--- config.mk ---
export PLATFORM = sky130hd
export DESIGN_NAME = if_prefetch_unit
export DESIGN_NICKNAME = d
export VERILOG_FILES = /design/src/rtl/if_prefetch_unit.sv
export SDC_FILE = /design/constraint.sdc
export NUM_CORES = 1
export LEC_CHECK = 0
export CAP_MARGIN = 25
export CORE_AREA = 3 3 206 208
export CTS_CLUSTER_DIAMETER = 60
export DETAILED_ROUTE_END_ITERATION = 8
export DIE_AREA = 0 0 209 211
export GPL_TIMING_DRIVEN = 0
export SYNTH_ARGS = -nofsm -noshare
export SYNTH_HDL_FRONTEND = slang
export SYNTH_SLANG_ARGS = --single-unit
--- constraint.sdc ---
create_clock -name clk -period 5.41 [get_ports clk]
set_clock_uncertainty 0.1 [all_clocks]
set_input_delay 1.082 -clock clk [delete_from_list [all_inputs] [get_ports clk]]
set_output_delay 1.082 -clock clk [all_outputs]
set_load 0.1 [all_outputs]
--- src/rtl/if_prefetch_unit.sv ---
// Instruction-fetch stage: sequential fetch engine over a req/ack memory port,
// a small circular prefetch queue, and the IF/ID output register feeding decode.
// Handles freeze (decode stall), flush (kill output) and branch redirect.
module if_prefetch_unit #(
   parameter int                ADDR_W   = 32,
   parameter int                DATA_W   = 32,
   parameter int                DEPTH    = 4,
   parameter int                PC_STEP  = 4,
   parameter logic [ADDR_W-1:0] RESET_PC = '0
) (
   input  logic                     clk,
   input  logic                     rst,
   input  logic                     freeze,
   input  logic                     flush,
   input  logic                     branch_taken,
   input  logic [ADDR_W-1:0]        branch_addr,
   output logic                     imem_req,
   output logic [ADDR_W-1:0]        imem_addr,
   input  logic                     imem_ack,
   input  logic [DATA_W-1:0]        imem_rdata,
   output logic [ADDR_W-1:0]        PC,
   output logic [DATA_W-1:0]        Instruction,
   output logic                     valid,
   output logic [$clog2(DEPTH):0]   q_count
);

   localparam int PTR_W = $clog2(DEPTH);
   localparam int CNT_W = PTR_W + 1;
   localparam logic [CNT_W-1:0]  DEPTH_C = CNT_W'(DEPTH);
   localparam logic [ADDR_W-1:0] STEP_C  = ADDR_W'(PC_STEP);

   // queue entry: PC value presented to decode plus the instruction word
   typedef struct packed {
      logic [ADDR_W-1:0] pc;
      logic [DATA_W-1:0] instr;
   } entry_t;

   // IDLE: nothing outstanding; WAIT: response gets queued; DROP: response discarded
   typedef enum logic [1:0] {S_IDLE, S_WAIT, S_DROP} state_e;

   state_e            state_q, state_d;
   logic [ADDR_W-1:0] fetch_pc_q, fetch_pc_d;
   logic [ADDR_W-1:0] addr_q, addr_d;
   logic [PTR_W-1:0]  wr_ptr_q, rd_ptr_q;
   logic [CNT_W-1:0]  cnt_q;
   entry_t            mem_q [DEPTH];
   entry_t            push_entry;

   logic              push, pop;
   logic [CNT_W-1:0]  occ_np;
   logic              space_idle, space_push;

   // Decode consumes the head only when nothing kills or stalls the output register.
   assign pop = !branch_taken && !flush && !freeze && (cnt_q != '0);

   // Next-cycle occupancy ignoring any push; the issue decisions add the push term.
   assign occ_np     = cnt_q - CNT_W'(pop);
   assign space_idle = occ_np < DEPTH_C;
   assign space_push = (occ_np + CNT_W'(1)) < DEPTH_C;

   assign push_entry = '{pc: fetch_pc_q + STEP_C, instr: imem_rdata};

   // Fetch FSM next-state: issue, push, redirect and response-drop decisions.
   always_comb begin
      state_d    = state_q;
      fetch_pc_d = fetch_pc_q;
      addr_d     = addr_q;
      push       = 1'b0;
      case (state_q)
         S_IDLE: begin
            if (branch_taken) begin
               fetch_pc_d = branch_addr;
            end else if (space_idle) begin
               addr_d  = fetch_pc_q;
               state_d = S_WAIT;
            end
         end
         S_WAIT: begin
            if (branch_taken) begin
               // response in flight belongs to the wrong path
               fetch_pc_d = branch_addr;
               state_d    = imem_ack ? S_IDLE : S_DROP;
            end else if (imem_ack) begin
               push       = 1'b1;
               fetch_pc_d = fetch_pc_q + STEP_C;
               if (space_push) begin
                  addr_d = fetch_pc_q + STEP_C;
               end else begin
                  state_d = S_IDLE;
               end
            end
         end
         S_DROP: begin
            if (branch_taken) fetch_pc_d = branch_addr;
            if (imem_ack)     state_d    = S_IDLE;
         end
         default: state_d = S_IDLE;
      endcase
   end

   // Fetch FSM state, fetch PC and latched request address.
   always_ff @(posedge clk or posedge rst) begin
      if (rst) begin
         state_q    <= S_IDLE;
         fetch_pc_q <= RESET_PC;
         addr_q     <= '0;
      end else begin
         state_q    <= state_d;
         fetch_pc_q <= fetch_pc_d;
         addr_q     <= addr_d;
      end
   end

   assign imem_req  = (state_q != S_IDLE);
   assign imem_addr = addr_q;

   // Queue pointers and occupancy; a branch empties the queue outright.
   always_ff @(posedge clk or posedge rst) begin
      if (rst) begin
         wr_ptr_q <= '0;
         rd_ptr_q <= '0;
         cnt_q    <= '0;
      end else if (branch_taken) begin
         wr_ptr_q <= '0;
         rd_ptr_q <= '0;
         cnt_q    <= '0;
      end else begin
         if (push) wr_ptr_q <= wr_ptr_q + PTR_W'(1);
         if (pop)  rd_ptr_q <= rd_ptr_q + PTR_W'(1);
         cnt_q <= cnt_q + CNT_W'(push) - CNT_W'(pop);
      end
   end

   // Queue storage; contents are only meaningful under the occupancy count.
   always_ff @(posedge clk) begin
      if (push) mem_q[wr_ptr_q] <= push_entry;
   end

   assign q_count = cnt_q;

   // IF/ID output register: kill beats stall, stall beats pop.
   always_ff @(posedge clk or posedge rst) begin
      if (rst) begin
         PC          <= '0;
         Instruction <= '0;
         valid       <= 1'b0;
      end else if (branch_taken || flush) begin
         valid <= 1'b0;
      end else if (freeze) begin
         valid <= valid;
      end else if (cnt_q != '0) begin
         PC          <= mem_q[rd_ptr_q].pc;
         Instruction <= mem_q[rd_ptr_q].instr;
         valid       <= 1'b1;
      end else begin
         valid <= 1'b0;
      end
   end

endmodule

* Word level (Yosys, flattened, before mapping)
Memories as Yosys holds them, arrays and structs flattened. A register that Yosys moved wholly into a read port is not among the register bits. Cells that the tools add are included.
Word-level totals: memories 1, memory bits (writable) 256, output and inout bits 101, logic and storage cells 81, flip-flop bits (word level) 74, bits of input ports 70
Memories:
- mem_q | depth 4, bits a word 64, rd ports 1, clocked after Yosys merged registers in 1, wr ports 1, line 46 | entry_t mem_q [DEPTH];
Operators by class: bitwise gates (word level) 2, add/subtract/negate cells 7, mux-type cells 31, reductions and logical operators 19, equal/unequal tests 12, order comparisons 2
Operator list (count):
- 32-bit 2-to-1 mux | 8
- 32-bit one-hot mux with 2 select lines | 2
- 32-bit by 3-bit adder with 32-bit output (second input constant) | 1
- 2-bit 2-to-1 mux | 11
- 2-bit != test (second input constant) | 6
- 2-bit nonzero test | 5
- 1-bit 2-to-1 mux | 8
- 3-bit < comparator (second input constant) | 2
- 3-bit != test (second input constant) | 2
- 2-bit one-hot mux with 3 select lines | 1
- 3-bit AND reduction | 2
- 6-bit AND reduction | 1
- 3-bit by 1-bit subtractor with 3-bit output | 2
- 5-bit AND reduction | 1
- 2-bit by 1-bit adder with 2-bit output (second input constant) | 2
- 2-bit by 1-bit != test with 1-bit output (second input constant) | 2
- 3-bit by 1-bit adder with 3-bit output | 1
- 3-bit by 1-bit adder with 3-bit output (second input constant) | 1
- 1-bit logical AND | 3
- 1-bit zero test | 3
- 3-bit 2-to-1 mux | 1
- 3-bit nonzero test | 1
- 2-bit by 1-bit == test with 1-bit output (second input constant) | 1
- 2-bit == test (second input constant) | 1
- 4 further kinds | 5

* Logic depth before layout (Yosys ltp)
Gate-level depths: netlist (run 1).
depth after elaboration 11, gate-level depth with buffers 10, mapped depth without buffers 8

* Least setup slack after synthesis (run 1)
No wires, ideal clock.
path kind input -> register, start point input branch_taken, end point memory mem_q[0][0] (netlist name), enable pin, slack 1.711 ns, required time 4.881 ns, buffers on the path 1, arrival 3.170 ns, library setup time 0.429 ns, cell stages on the path 3, path through clkbuf_1 -> nor2_1 -> and2_1
Between the ends: longest elaborated chain between the ends 4
RTL lines:
- start, declared | line 15 | input logic branch_taken,
- 1-bit 2-to-1 mux | line 79 | if (branch_taken) begin
- 1-bit 2-to-1 mux | line 69 | case (state_q)
- 1-bit 2-to-1 mux | line 136 | if (push) mem_q[wr_ptr_q] <= push_entry;
- 1-bit 2-to-1 mux (implied by the code) | line 136
- end, declared | line 46
No other way between the ends.

* Worst setup path after layout (run 1)
start point input branch_taken, end point register cnt_q[2] (netlist: q_count[2])
Between the ends: longest elaborated chain between the ends 6, elaborated cells on any way between the ends 9, classes of those cells add/sub (2); mux (3); reduce/logical (4)
RTL lines:
- branches (longest 5 deep; another with 3-bit by 1-bit adder with 3-bit output)
- 3-bit 2-to-1 mux (*) | line 123 | end else if (branch_taken) begin
- end signal, assigned | line 130 | cnt_q <= cnt_q + CNT_W'(push) - CNT_W'(pop);
- end, declared | line 45 | logic [CNT_W-1:0] cnt_q;
Every way passes the cells marked *. A chain may end at the register's enable or synchronous reset.

==> results.py, run 1 <==
metrics = {
    "clock_network": {
        "hold_buffers": 0,
        "clock_latency_ps": 560,
        "path_clk_slew_ps": 60,
        "cts_tree": "done",
        "cts_sinks": 394,
        "cts_max_level": 2,
        "cts_root_buffer": "clkbuf_16",
        "clockBufferDepth": 3,
        "cts_resized": 0,
        "postCtsSetupBuffers": 0,
        "cts_made_buffers": 44,
    },
    "critical_path": {
        "cp-start-kind": "primary input",
        "endpoint_kind": "register",
        "worst-path-max-fanout": 10,
        "slowest_stage": "nor2_1",
        "max_stage_delay_ps": 550,
        "critical_path_class": "primary input to register",
        "cp_num_buf_inv": 4,
        "cp.required_ps": 5730,
        "crit_arrival_ps": 4490,
        "path_cells": "clkdlybuf4s50_1 -> or3_4 -> nor2_1 -> clkbuf_1 -> buf_2 -> xnor2_1 -> ha_1 -> inv_1 -> fa_1 -> xnor2_1 -> nor2_1",
        "crit_family": "buffers and inverters",
    },
    "global_routing": {
        "grtUsageMet1_pct": 25.3,
        "grt_start_max_net_pins": 96,
        "grt_usage_pct": 17.8,
        "antenna_found_initial": 0,
        "first_global_vias": 9599,
        "grt_pass1_wl_mm": 59.9,
        "grt_use_met2_pct": 28.8,
        "grt-busiest-layer": "met2",
        "gr-usage-met3_pct": 2.93,
        "grt_overflow": 0,
    },
    "synthesis": {
        "synth_top_family_by_area": "multiplexers",
        "synth_warnings": 0,
        "ys_top_cells_by_area": "edfxtp_1 (47%), dfrtp_1 (21%), mux4_2 (8.9%), mux2_2 (6.7%), xnor2_1 (2.1%)",
        "synthAdderAreaFrac_pct": 0.664,
        "synth_cells": 977,
        "ys.flop_type": "edfxtp_1",
        "synth_compound_area_share_pct": 3.65,
        "synth_top_cell_area_share_pct": 47.4,
        "synth-xor-area-share_pct": 3.46,
        "seq_area_frac_synth_pct": 68.7,
        "synth_most_common_cell": "edfxtp_1",
        "synth_commonest_cells": "edfxtp_1 (256), dfrtp_1 (138), mux2_2 (96)",
        "synth_area_per_cell_um2": 16.6,
        "syn_area_um2": 16200,
        "synth-simple-area-share_pct": 5.63,
        "synth_edf_count": 256,
        "synth_nets": 1055,
        "ys_types": 53,
        "yosys.area.top_type": "edfxtp_1",
        "muxShareOfSynthArea_pct": 15.9,
        "async_reset_ff_share_pct": 35.0,
        "ys_seq_elements": 394,
    },
    "power_and_ir_drop": {
        "power_density_nw_per_um2": 570,
        "leakagePower_uw": 0.00703,
        "irDropWorstVdd_v": 0.000402,
    },
    "timing": {
        "finalSetupTns_ps": 0,
        "period_share_pct": 77.1,
        "setup_viol": 0,
        "finalHoldViolCount": 0,
        "tightest_slew_ps": 1110,
        "fin_crit_ps": 4170,
        "drv_slew": 0,
        "max_freq_ghz": 0.240,
        "grt_setup_unrepaired": "no",
        "slew-limit-headroom_pct": 25.8,
    },
    "route": {
        "wire_per_inst_um": 21.9,
        "via_per_inst": 5.26,
        "drtIter0Drc": 722,
        "ant_nets": 0,
        "vias": 9304,
        "drc": 0,
        "finalWirelength_mm": 38.8,
        "drt-pass1-iter-count": 5,
    },
    "floorplan": {
        "die_h_um": 211,
        "die_area_um2": 44100,
        "pin_count": 171,
        "initial_core_util_pct": 39.8,
        "die_x_um": 209,
        "coreArea_um2": 40700,
        "num_rows": 74,
    },
    "place": {
        "io_buffers": 170,
        "hpwl_mm": 25.6,
        "dpl_cell_area_um2": 18700,
        "place.gp.congestion": 0.854,
    },
    "cells_and_area": {
        "area_growth_pct": 24.5,
        "fin_area_um2": 20200,
        "antennaDiodeCount": 0,
        "drive_above_1_share_pct": 21.4,
        "nets": 1280,
    },
    "job": {
        "cap_violations": 0,
    },
    "min_path": {
        "min_path_type": "register to register",
    },
    "outcome": {
        "status": "complete, no violations",
    },
}
[cell families (layout without fill, tap and decap cells)]
logic type | Yosys count | after routing
DFF | 394 | 394
and+or+nand+nor | 179 | 179
adders and majority gates | 8 | 8
xor gates and xnor gates | 64 | 64
AOI/OAI and AO/OA | 90 | 90
buffers and inverters | 78 | 339
muxes | 164 | 164
[layout make-up]
class,instances,area [um^2]
inverter,12,52.6
tap,532,666
clock inverter,21,170
buffer,66,285
sequential,394,11100
multi-input combinational,505,4760
clock buffer,61,1240
fill,3481,20600
timing repair buffer,179,1880
[path summary, 6_finish.rpt]
kind / startpoint / end / slack [ps] / depth (start not counted)
hold / removal: Instruction[30] / Instruction[30] / 400 / 1
setup reg to reg: q_count[1] / q_count[2] / 2130 / 10
hold reg to reg: Instruction[30] / Instruction[30] / 400 / 1
max in group asynchronous: rst / fetch_pc_q[12] / 3520 / 3
min in group asynchronous: rst / Instruction[8] / 830 / 2
setup / recovery: branch_taken / q_count[2] / 1240 / 11
[state kept, by name (all words and copies together), names as in the netlist]
signal and cells:
mem_q 256, Instruction 32, PC 32, fetch_pc_q 32, imem_addr 32, q_count 3
rd_ptr_q 2, state_q 2, wr_ptr_q 2, valid 1
[through the flow]
step | setup slack (ps) | hold slack, ps | power (uW) | std cells | utilization, %
3_5_place_dp | 495 | 395 | 8730 | 1685 | 46.0
4_1_cts | 1100 | 409 | 11600 | 1767 | 49.4
2_1_floorplan | 532 | 386 | 7520 | 977 | -
3_3_place_gp | -2400 | 389 | 8680 | 1679 | 45.6
5_1_grt | 988 | 418 | 12000 | 1770 | 49.6
6_report | 1240 | 402 | 11500 | 1770 | 49.6
[cell usage in the layout (no fill, tap or decap), types with 8 or more instances in the layout]
master / n
mux2_2: 96
xnor2_1: 39
nor3_1: 20
nand2_1: 46
clkdlybuf4s50_1: 170
nand4_1: 14
o22ai_1: 8
a21oi_1: 25
nand3_1: 21
xor2_1: 25
o21ai_0: 17
nor2_1: 34
inv_1: 11
edfxtp_1: 256
clkbuf_1: 50
mux4_2: 64
buf_2: 11
dfrtp_1: 138
clkbuf_16: 45
buf_1: 12
[report_power, final]
part | leakage, uW | switching (uW) | internal [uW] | total (uW)
sequential | 0.00398 | 258 | 3750 | 4010
clock | 0.000681 | 1180 | 1700 | 2880
combinational | 0.00236 | 3450 | 1180 | 4630
total | 0.00703 | 4890 | 6630 | 11500
[worst register-to-register path, cell delays in order, from the launching register on]
cell	delay [ps]
dfrtp_1	480
nor3_1	140
nor2_1	540
clkbuf_1	520
buf_2	420
xnor2_1	170
ha_1	160
inv_1	40
fa_1	370
xnor2_1	160
nor2_1	50
[layer usage]
metal,wire length (um),part of all wire [%]
met5,0,0
met4,769,2.0
met3,1720,4.4
met2,18700,48
met1,17600,45
Power figures use the tool's default switching activity.
==> run 2: changes to the inputs <==
Clock period 5.41 ns to 3.8 ns, I/O delays scaled along.
==> results.py, run 2 (synthesis gave the netlist of run 1 again) <==
metrics = {
    "critical_path": {
        "critical_path_class": "register to output port",
        "rrSetupSlack_ps": 700,
        "endpoint_kind": "output port",
        "r2r_end": "mem_q[1][62]",
        "worst-path-max-fanout": 10,
        "cp.required_ps": 2940,
        "worstRegToRegCells": 6,
        "crit_path_end": "imem_req",
        "timing.rr.start": "fetch_pc_q[3]",
        "cp-startpoint": "state_q[0]",
        "crit_arrival_ps": 2700,
        "cp-start-kind": "register",
    },
    "floorplan": {
        "initial_core_util_pct": 39.8,
        "die_h_um": 211,
        "pin_count": 171,
        "num_rows": 74,
        "die_area_um2": 44100,
        "coreArea_um2": 40700,
        "die_x_um": 209,
    },
    "timing": {
        "slew-limit-headroom_pct": 25.7,
        "drv_slew": 0,
        "finalHoldViolCount": 0,
        "fin_crit_ps": 3560,
        "tightest_slew_ps": 1110,
        "setup_ws_ps": 243,
        "max_freq_ghz": 0.281,
        "setup_viol": 0,
        "period_share_pct": 93.6,
        "grt_setup_unrepaired": "no",
        "finalSetupTns_ps": 0,
    },
    "clock_network": {
        "clock_latency_ps": 570,
        "clockBufferDepth": 3,
        "postCtsSetupBuffers": 0,
        "cts_sinks": 394,
        "cts_tree": "done",
        "cts_made_buffers": 45,
        "cts_root_buffer": "clkbuf_16",
        "cts_max_level": 2,
        "path_clk_slew_ps": 60,
    },
    "cells_and_area": {
        "antennaDiodeCount": 0,
        "drive_above_1_share_pct": 21.7,
        "area_growth_pct": 25.1,
        "most-common-layout-cells": "edfxtp_1 (256), clkdlybuf4s50_1 (170), dfrtp_1 (138)",
        "fillers": 3510,
        "fin_cells": 1773,
        "top_register": "mem_q",
        "final_common_cell": "edfxtp_1",
        "nets": 1283,
        "largest_reg_flops": 256,
        "finalCoreUtilization_pct": 49.8,
    },
    "global_routing": {
        "grt_pass1_wl_mm": 60.4,
        "grt_overflow": 0,
        "antenna_found_initial": 1,
        "grt_usage_pct": 17.9,
        "grt_start_max_net_pins": 53,
        "first_global_vias": 9804,
    },
    "power_and_ir_drop": {
        "leakagePower_uw": 0.00709,
        "irDropWorstVdd_v": 0.000662,
        "p_comb_share_pct": 39.9,
        "power.switching_uw": 7020,
        "power_uw": 16500,
        "switching_share_pct": 42.4,
        "power_density_nw_per_um2": 816,
        "power.share.clock_pct": 25.6,
        "p_int_uw": 9530,
        "seq_power_share_pct": 34.5,
    },
    "place": {
        "hpwl_mm": 26.1,
        "io_buffers": 170,
        "pre_cts_ws_ps": -850,
        "place.gp.congestion": 0.860,
        "dp_cells": 1690,
    },
    "job": {
        "cap_violations": 0,
    },
    "route": {
        "drtIter0Drc": 620,
        "drt-pass1-iter-count": 5,
        "vias": 9285,
        "via_per_inst": 5.24,
        "wire_per_inst_um": 22.1,
        "drc": 0,
        "finalWirelength_mm": 39.2,
        "ant_nets": 0,
    },
    "min_path": {
        "min_path_type": "register to register",
    },
    "outcome": {
        "status": "complete, no violations",
    },
}
-- run 2: cell count changes in the layout (fill, tap and decap cells not counted), moves of 2 or more --
| cell | delta |
|---|---|
| clkbuf_16 | +2 |
| buf_12 | +4 |
| clkinv_1 | +3 |
| clkbuf_1 | -3 |
| buf_8 | -2 |
| clkinvlp_4 | -3 |
-- run 2: power by group through the flow --
stage	clock [uW]	combinational, uW	sequential (uW)
final	4240	6600	5720
after global routing	4530	6840	5810
after CTS	4370	6660	5730
after detailed placement	0	6640	5810
after global placement	0	6570	5800
after floorplan	0	1370	9330
-- run 2: per-stage QoR --
| stage | area [um^2] | hold WS (ps) |
|---|---|---|
| finish | 20300 | 402 |
| global route | 20300 | 422 |
| CTS | 20300 | 409 |
| detailed placement | 18800 | 396 |
| global placement | 18600 | 388 |
| floorplan | 16200 | 386 |
-- run 2: layer usage --
layer | vias up | routed length, um | track usage [%]
li1 | 4218 | - | -
met1 | 4767 | 17800 | 25.2
met2 | 247 | 18600 | 28.7
met3 | 51 | 2130 | 3.91
met4 | 2 | 658 | 4.20
met5 | - | 13 | 0
-- run 2: worst min path at each step --
stage                                from         endpoint  slack, ps  cells past startpoint
after floorplan             fetch_pc_q[0]     mem_q[0][32]        390                      0
after global placement    Instruction[16]  Instruction[16]        390                      1
after detailed placement    imem_addr[28]    imem_addr[28]        400                      1
after CTS                           PC[6]            PC[6]        410                      1
after global routing               PC[27]           PC[27]        420                      1
final                      Instruction[5]   Instruction[5]        400                      1
-- run 2: critical path, cell delays in order (launching register included) --
cell and delay [ps]:
dfrtp_1 390, clkbuf_1 370, or2_2 230, clkdlybuf4s50_1 1140
-- run 2: repair_timing --
action	in CTS	in global routing
hold buffers	0	0
setup endpoints to repair	2	0
gates resized for setup	2	0
hold endpoints to repair	0	0
-- run 2: final cells by class --
cell class                      count  area (um^2)  area share, %
Sequential cell                   394        11100           54.9
Multi-Input combinational cell    505         4760           23.5
Timing Repair Buffer              181         1930           9.52
Clock buffer                       61         1280           6.30
Tap cell                          532          666           3.28
Buffer                             66          287           1.41
Clock inverter                     22          171          0.845
Inverter                           12         48.8          0.241
